===== src/rtl/risc_mem_pkg.sv =====
// Shared types and constants for the RISC local-bus arbiter.
// Imported by the arbiter top and its winner-select helper.
package risc_mem_pkg;

    typedef enum logic [1:0] {
        IDLE,
        LOCAL,
        EXT
    } state_t;

    localparam logic [2:0] ENDIAN_RST = 3'b011;
    localparam int         REG_CTRL   = 0;

endpackage


===== src/rtl/risc_mem_arb_rr_pick.sv =====
// Combinational winner select: ch0 absolute, then fixed or round-robin.
// Round-robin wraps within channels 1..NCH-1 starting at ptr.
module rr_pick
    import risc_mem_pkg::*;
#(
    parameter int NCH = 4,
    parameter int RR  = 0
) (
    input  logic [NCH-1:0] req,
    input  logic [2:0]     ptr,
    output logic           any,
    output logic [2:0]     win
);

    logic hit;

    always_comb begin
        any = |req;
        win = 3'd0;
        hit = 1'b0;
        if (!req[0]) begin
            if (RR == 0) begin
                for (int j = NCH - 1; j >= 1; j--) begin
                    if (req[j]) win = 3'(j);
                end
            end else begin
                // descending scans leave the lowest matching index in win
                for (int j = NCH - 1; j >= 1; j--) begin
                    if (req[j] && j >= int'(ptr)) begin
                        win = 3'(j);
                        hit = 1'b1;
                    end
                end
                if (!hit) begin
                    for (int j = NCH - 1; j >= 1; j--) begin
                        if (req[j]) win = 3'(j);
                    end
                end
            end
        end
    end

endmodule


===== src/rtl/risc_mem_arb.sv =====
// N-channel local-bus arbiter and register decoder for the GPU/DSP cores.
// Grants one requester at a time to local RAM/registers or an external cycle.
module risc_mem_arb
    import risc_mem_pkg::*;
#(
    parameter int             NCH      = 4,
    parameter int             AW       = 24,
    parameter int             DW       = 32,
    parameter int             RR       = 0,
    parameter logic [AW-1:0]  LOCAL_LO = 24'hF02000,
    parameter logic [AW-1:0]  LOCAL_HI = 24'hF07FFF,
    parameter logic [AW-1:0]  REG_BASE = 24'hF02100,
    parameter int             NREG     = 8
) (
    input  logic              sys_clk,
    input  logic              resetl,
    input  logic              ce,
    input  logic [NCH-1:0]    req,
    input  logic [NCH-1:0]    we,
    input  logic [NCH-1:0]    abort,
    input  logic [NCH*AW-1:0] addr,
    input  logic [NCH*DW-1:0] wdata,
    output logic [NCH-1:0]    ack,
    output logic [AW-1:0]     bus_addr,
    output logic [DW-1:0]     bus_wdata,
    output logic              bus_we,
    output logic              local_sel,
    output logic              ext_req,
    input  logic              ext_ack,
    output logic [NREG-1:0]   reg_wr,
    output logic [NREG-1:0]   reg_rd,
    input  logic              lock_set,
    output logic              lock,
    output logic [2:0]        endian,
    output logic              busy
);

    state_t          state, state_nx;
    logic [2:0]      g, g_nx, ptr, ptr_nx, win;
    logic            any, load, gw, ab_g, wr_ok;
    logic [AW-1:0]   ga;
    logic [DW-1:0]   gd;
    logic [NCH-1:0]  gh, ack_nx;
    logic [NREG-1:0] hit, wr_nx, rd_nx;
    logic [AW-3:0]   ri;
    logic [2:0]      endian_nx;
    logic            lock_nx, local_nx, ext_nx;

    rr_pick #(
        .NCH (NCH),
        .RR  (RR)
    ) u_pick (
        .req (req),
        .ptr (ptr),
        .any (any),
        .win (win)
    );

    always_comb begin
        ga = '0;
        gd = '0;
        gw = 1'b0;
        gh = '0;
        for (int c = 0; c < NCH; c++) begin
            if (win == 3'(c)) begin
                ga = addr[c*AW +: AW];
                gd = wdata[c*DW +: DW];
                gw = we[c];
            end
            gh[c] = (g == 3'(c));
        end
        ab_g = |(abort & gh);
    end

    // below-base addresses wrap to large offsets and match nothing
    assign ri = bus_addr[AW-1:2] - REG_BASE[AW-1:2];

    always_comb begin
        hit = '0;
        for (int i = 0; i < NREG; i++) begin
            hit[i] = (ri == (AW-2)'(i));
        end
    end

    assign wr_ok = bus_we &
                   ~(lock & (g == 3'd0) & ~hit[REG_CTRL]);
    assign busy  = (state != IDLE);

    always_comb begin
        state_nx  = state;
        g_nx      = g;
        ptr_nx    = ptr;
        load      = 1'b0;
        ack_nx    = '0;
        wr_nx     = '0;
        rd_nx     = '0;
        local_nx  = 1'b0;
        ext_nx    = 1'b0;
        endian_nx = endian;
        lock_nx   = lock;
        unique case (state)
            IDLE: begin
                if (any) begin
                    load = 1'b1;
                    g_nx = win;
                    if ((ga >= LOCAL_LO && ga <= LOCAL_HI) || win == 3'd0) begin
                        state_nx = LOCAL;
                        local_nx = 1'b1;
                    end else begin
                        state_nx = EXT;
                        ext_nx   = 1'b1;
                    end
                end
            end
            LOCAL: begin
                ack_nx   = gh;
                wr_nx    = wr_ok ? hit : '0;
                rd_nx    = bus_we ? '0 : hit;
                state_nx = IDLE;
                if (bus_we && hit[REG_CTRL]) begin
                    endian_nx = bus_wdata[2:0];
                    lock_nx   = 1'b0;
                end
                if (RR != 0 && g != 3'd0) begin
                    ptr_nx = (g == 3'(NCH - 1)) ? 3'd1 : g + 3'd1;
                end
            end
            EXT: begin
                if (ext_ack) begin
                    ack_nx   = gh;
                    state_nx = IDLE;
                end else if (ab_g) begin
                    state_nx = IDLE;
                end else begin
                    ext_nx = 1'b1;
                end
            end
            default: state_nx = IDLE;
        endcase
        if (lock_set) lock_nx = 1'b1;
    end

    always_ff @(posedge sys_clk) begin
        if (!resetl) begin
            state     <= IDLE;
            g         <= 3'd0;
            ptr       <= 3'd1;
            ack       <= '0;
            reg_wr    <= '0;
            reg_rd    <= '0;
            bus_addr  <= '0;
            bus_wdata <= '0;
            bus_we    <= 1'b0;
            local_sel <= 1'b0;
            ext_req   <= 1'b0;
            endian    <= ENDIAN_RST;
            lock      <= 1'b0;
        end else if (ce) begin
            state     <= state_nx;
            g         <= g_nx;
            ptr       <= ptr_nx;
            ack       <= ack_nx;
            reg_wr    <= wr_nx;
            reg_rd    <= rd_nx;
            local_sel <= local_nx;
            ext_req   <= ext_nx;
            endian    <= endian_nx;
            lock      <= lock_nx;
            if (load) begin
                bus_addr  <= ga;
                bus_wdata <= gd;
                bus_we    <= gw;
            end
        end
    end

endmodule


===== config.mk =====
export PLATFORM = sky130hd
export DESIGN_NAME = risc_mem_arb
export DESIGN_NICKNAME = d
export VERILOG_FILES = /design/src/rtl/risc_mem_pkg.sv /design/src/rtl/risc_mem_arb_rr_pick.sv /design/src/rtl/risc_mem_arb.sv
export SDC_FILE = /design/constraint.sdc
export NUM_CORES = 1
export LEC_CHECK = 0
export ABC_AREA = 1
export CORE_AREA = 2 2 125 127
export CTS_BUF_LIST = sky130_fd_sc_hd__clkbuf_4 sky130_fd_sc_hd__clkbuf_8 sky130_fd_sc_hd__clkbuf_16
export DETAILED_ROUTE_END_ITERATION = 6
export DIE_AREA = 0 0 127 129
export PLACE_DENSITY = 0.78
export SETUP_SLACK_MARGIN = 0.2
export SYNTH_ARGS = -nofsm -noshare
export SYNTH_HDL_FRONTEND = slang
export SYNTH_SLANG_ARGS = --single-unit

===== constraint.sdc =====
create_clock -name sys_clk -period 1.8 [get_ports sys_clk]
set_clock_uncertainty 0.1 [all_clocks]
set_input_delay 0.45 -clock sys_clk [delete_from_list [all_inputs] [get_ports sys_clk]]
set_output_delay 0.45 -clock sys_clk [all_outputs]
set_load 0.01 [all_outputs]

==> results_dict.tcl <==
set metrics [dict create \
    status "finished with violations" \
    violations "negative setup slack" \
    crit_fanout 6 \
    diodes 0 \
    grt_max_degree 28 \
    leakagePower_nw 4.42 \
    cts_sinks 87 \
    grt_pass1_vias 7243 \
    fp.dieW_um 127 \
    cts_tree "built" \
    initial_core_util_pct 32.6 \
    crit_family "buffers and inverters" \
    final_cell_mix "clkdlybuf4s50_1 (231), nand2_1 (203), buf_4 (70)" \
    worstPathRequired_ns 1.93 \
    ant_nets 0 \
    viasPerCell 5.47 \
    cts_buffers 9 \
    finalNetCount 1358 \
    synth_seq_cells 87 \
    coreArea_um2 15000 \
    placed_cell_area_um2 8790 \
    min_period_ns 1.88 \
    grt_util_all_layers_pct 30.5 \
    hold_start "endian[2]" \
    report.final.slew_viol_count 0 \
    fillCellCount 1052 \
    dr.pass1.iters 5 \
    worstMarginPinSlew_ns 0.521 \
    path_clk_slew_ns 0.07 \
    io_pins 325 \
    slew_headroom_pct 65.3 \
    arrival_ns 2.01 \
    fin_area_um2 11100 \
    die-height_um 129 \
    syn-num-nets 942 \
    worstReg2RegStart "state[0]" \
    start_kind "register" \
    clk-insertion-delay-late_ns 0.35 \
    register_area_um2 1770 \
    rsz0062_at_grt "true" \
    wire_per_inst_um 20.9 \
    worstPathCellList "inv_4, ha_4, inv_4, buf_6, nor3_4, buf_6, inv_12, buf_12, buf_16, a21oi_4, a41oi_2" \
    worstSetupPathType "register to register" \
    dpl.hpwl_mm 17.6 \
    drt_iter0_markers 442 \
    cts_root_buffer "clkbuf_16" \
    vdd_ir_drop_max_mv 0.578 \
    syn_area_per_cell_um2 6.99 \
    port-buffer-count 324 \
    period_share_pct 104 \
    drive_above_1_share_pct 37.1 \
    hp-class "register to register" \
    synth_cells 698 \
    cts-htree-levels 3 \
    setup_slack_ns -0.0796 \
    slowest_delay_ns 0.34 \
    gr-total-overflow 0 \
    cts_max_path_buffers 2 \
    finalWirelength_mm 27.4 \
    finalSetupViolCount 40 \
    worstSetupStartpoint "state[0]" \
    max_freq_ghz 0.532 \
    finalHoldViolations 0 \
    die_area_um2 16400 \
    grt_pass1_wl_mm 38.6 \
    place_congestion 0.920 \
    reg2reg_slack_ns -0.08 \
    crit_slowest_cell "dfxtp_2" \
    cp-end-kind "register" \
    layout_commonest_cell "clkdlybuf4s50_1" \
    multiInputGateArea_um2 4050 \
    ys_seq_area_share_pct 35.7 \
    drv_cap 0 \
    antenna_found_initial 0 \
    syn2layout_area_growth_pct 127 \
    crit_buf_inv 7 \
    yosys_warnings 0 \
    power.density_nw_per_um2 640 \
    hold_buffers 0 \
    vias 7150 \
    synthesis.area_um2 4880 \
    placementRows 45 \
    netlist-cell-type-count 39 \
    final_util_pct 74.1 \
    drc 0 \
]
stage by stage:
stage / setup TNS (ns) / cells / worst slack [ns] / total power (W) / hold slack [ns]
6_report: -1.23 / 1307 / -0.0796 / 0.00709 / 0.352
5_1_grt: -5.79 / 1307 / -0.177 / 0.00736 / 0.344
4_1_cts: -0.980 / 1290 / -0.0652 / 0.00667 / 0.325
3_5_place_dp: -38.83 / 1232 / -0.755 / 0.00424 / 0.343
3_3_place_gp: -36.54 / 1232 / -0.681 / 0.00422 / 0.339
2_1_floorplan: 0 / 698 / 0.0342 / 0.00297 / 0.368
flip-flops by register name, indices dropped and copies added, names as in the netlist:
register	flops
ack	4
bus_addr	24
bus_wdata	32
bus_we	1
endian	3
ext_req	1
g	2
local_sel	1
lock	1
reg_rd	8
reg_wr	8
state	2
cell type report:
class	instances	area share, %
timing repair buffer	447	40.7
clock inverter	7	0.699
sequential	87	16.0
timing repair inverter	1	0.147
tap	188	2.12
clock buffer	9	2.03
multi-input combinational	524	36.5
inverter	44	1.85
timing repair:
item,in CTS,in global routing
resized for setup,351,189
buffers inserted,31,16
cloned,11,1
setup endpoints to repair,167,107
pin swaps,59,52
tightest hold or removal path, cell delays in order (launching register included):
cell     delay, ns
dfxtp_1       0.31
inv_1         0.05
a21oi_1       0.05
cell usage after synthesis:
| master | number | area (um^2) |
|---|---|---|
| nor3_2 | 1 | 10.0 |
| nand2_1 | 209 | 785 |
| dfxtp_1 | 87 | 1740 |
| nand3_1 | 20 | 100 |
| nand2_4 | 4 | 45.0 |
| nand2_2 | 10 | 62.6 |
| nand4_1 | 10 | 62.6 |
| inv_1 | 34 | 128 |
| inv_4 | 1 | 6.26 |
| clkbuf_1 | 28 | 105 |
| a41oi_1 | 40 | 350 |
| nor2_1 | 22 | 82.6 |
| ha_1 | 3 | 37.5 |
| nand4_2 | 2 | 25.0 |
| nor3b_1 | 1 | 7.51 |
| nand3_2 | 5 | 50.1 |
| o21ai_0 | 56 | 280 |
| nand2_8 | 1 | 20.0 |
| a211oi_1 | 1 | 7.51 |
| a221oi_1 | 6 | 52.6 |
| a22o_1 | 6 | 52.6 |
| nor3_1 | 5 | 25.0 |
| nor4_1 | 5 | 31.3 |
| or2_2 | 2 | 12.5 |
| nor2_4 | 5 | 56.3 |
| nor2_8 | 1 | 20.0 |
| a21oi_2 | 4 | 35.0 |
| nor2_2 | 5 | 31.3 |
| inv_2 | 9 | 33.8 |
| o21ai_2 | 1 | 8.76 |
| or2_1 | 4 | 25.0 |
| xor2_1 | 1 | 8.76 |
| buf_4 | 3 | 22.5 |
| nor3_4 | 1 | 16.3 |
| a21oi_1 | 89 | 445 |
| buf_2 | 12 | 60.1 |
| o211ai_1 | 2 | 15.0 |
| nand3b_2 | 1 | 11.3 |
| buf_6 | 1 | 11.3 |
power breakdown:
group / internal, W / switching [W]
Clock: 0.00109 / 0.000885
Sequential: 0.00209 / 0.000159
Combinational: 0.00153 / 0.00134
Total: 0.00471 / 0.00238
kinds of logic (layout without fill, tap and decap cells):
| group | count (synthesis) | in the layout | share of synthesized area [%] |
|---|---|---|---|
| AOI/OAI and AO/OA | 205 | 205 | 25.6 |
| xor gates and xnor gates | 1 | 1 | 0.179 |
| adders and majority gates | 3 | 3 | 0.769 |
| buffers and inverters | 88 | 508 | 7.51 |
| DFF | 87 | 87 | 35.7 |
| and+or+nand+nor | 314 | 315 | 30.3 |
metal layers:
layer	global-route usage, %	share of wire, %
met5	0	0
met3	8.94	8.5
met1	35.4	37
met2	52.8	50
met4	12.9	5.0
path summary, 6_finish.rpt:
check | to | depth (start not counted)
max reg2reg | bus_wdata[4] | 11
min | endian[2] | 2
max | bus_wdata[4] | 11
min reg2reg | endian[2] | 2
Note: power is estimated with default switching activity, not from simulation.
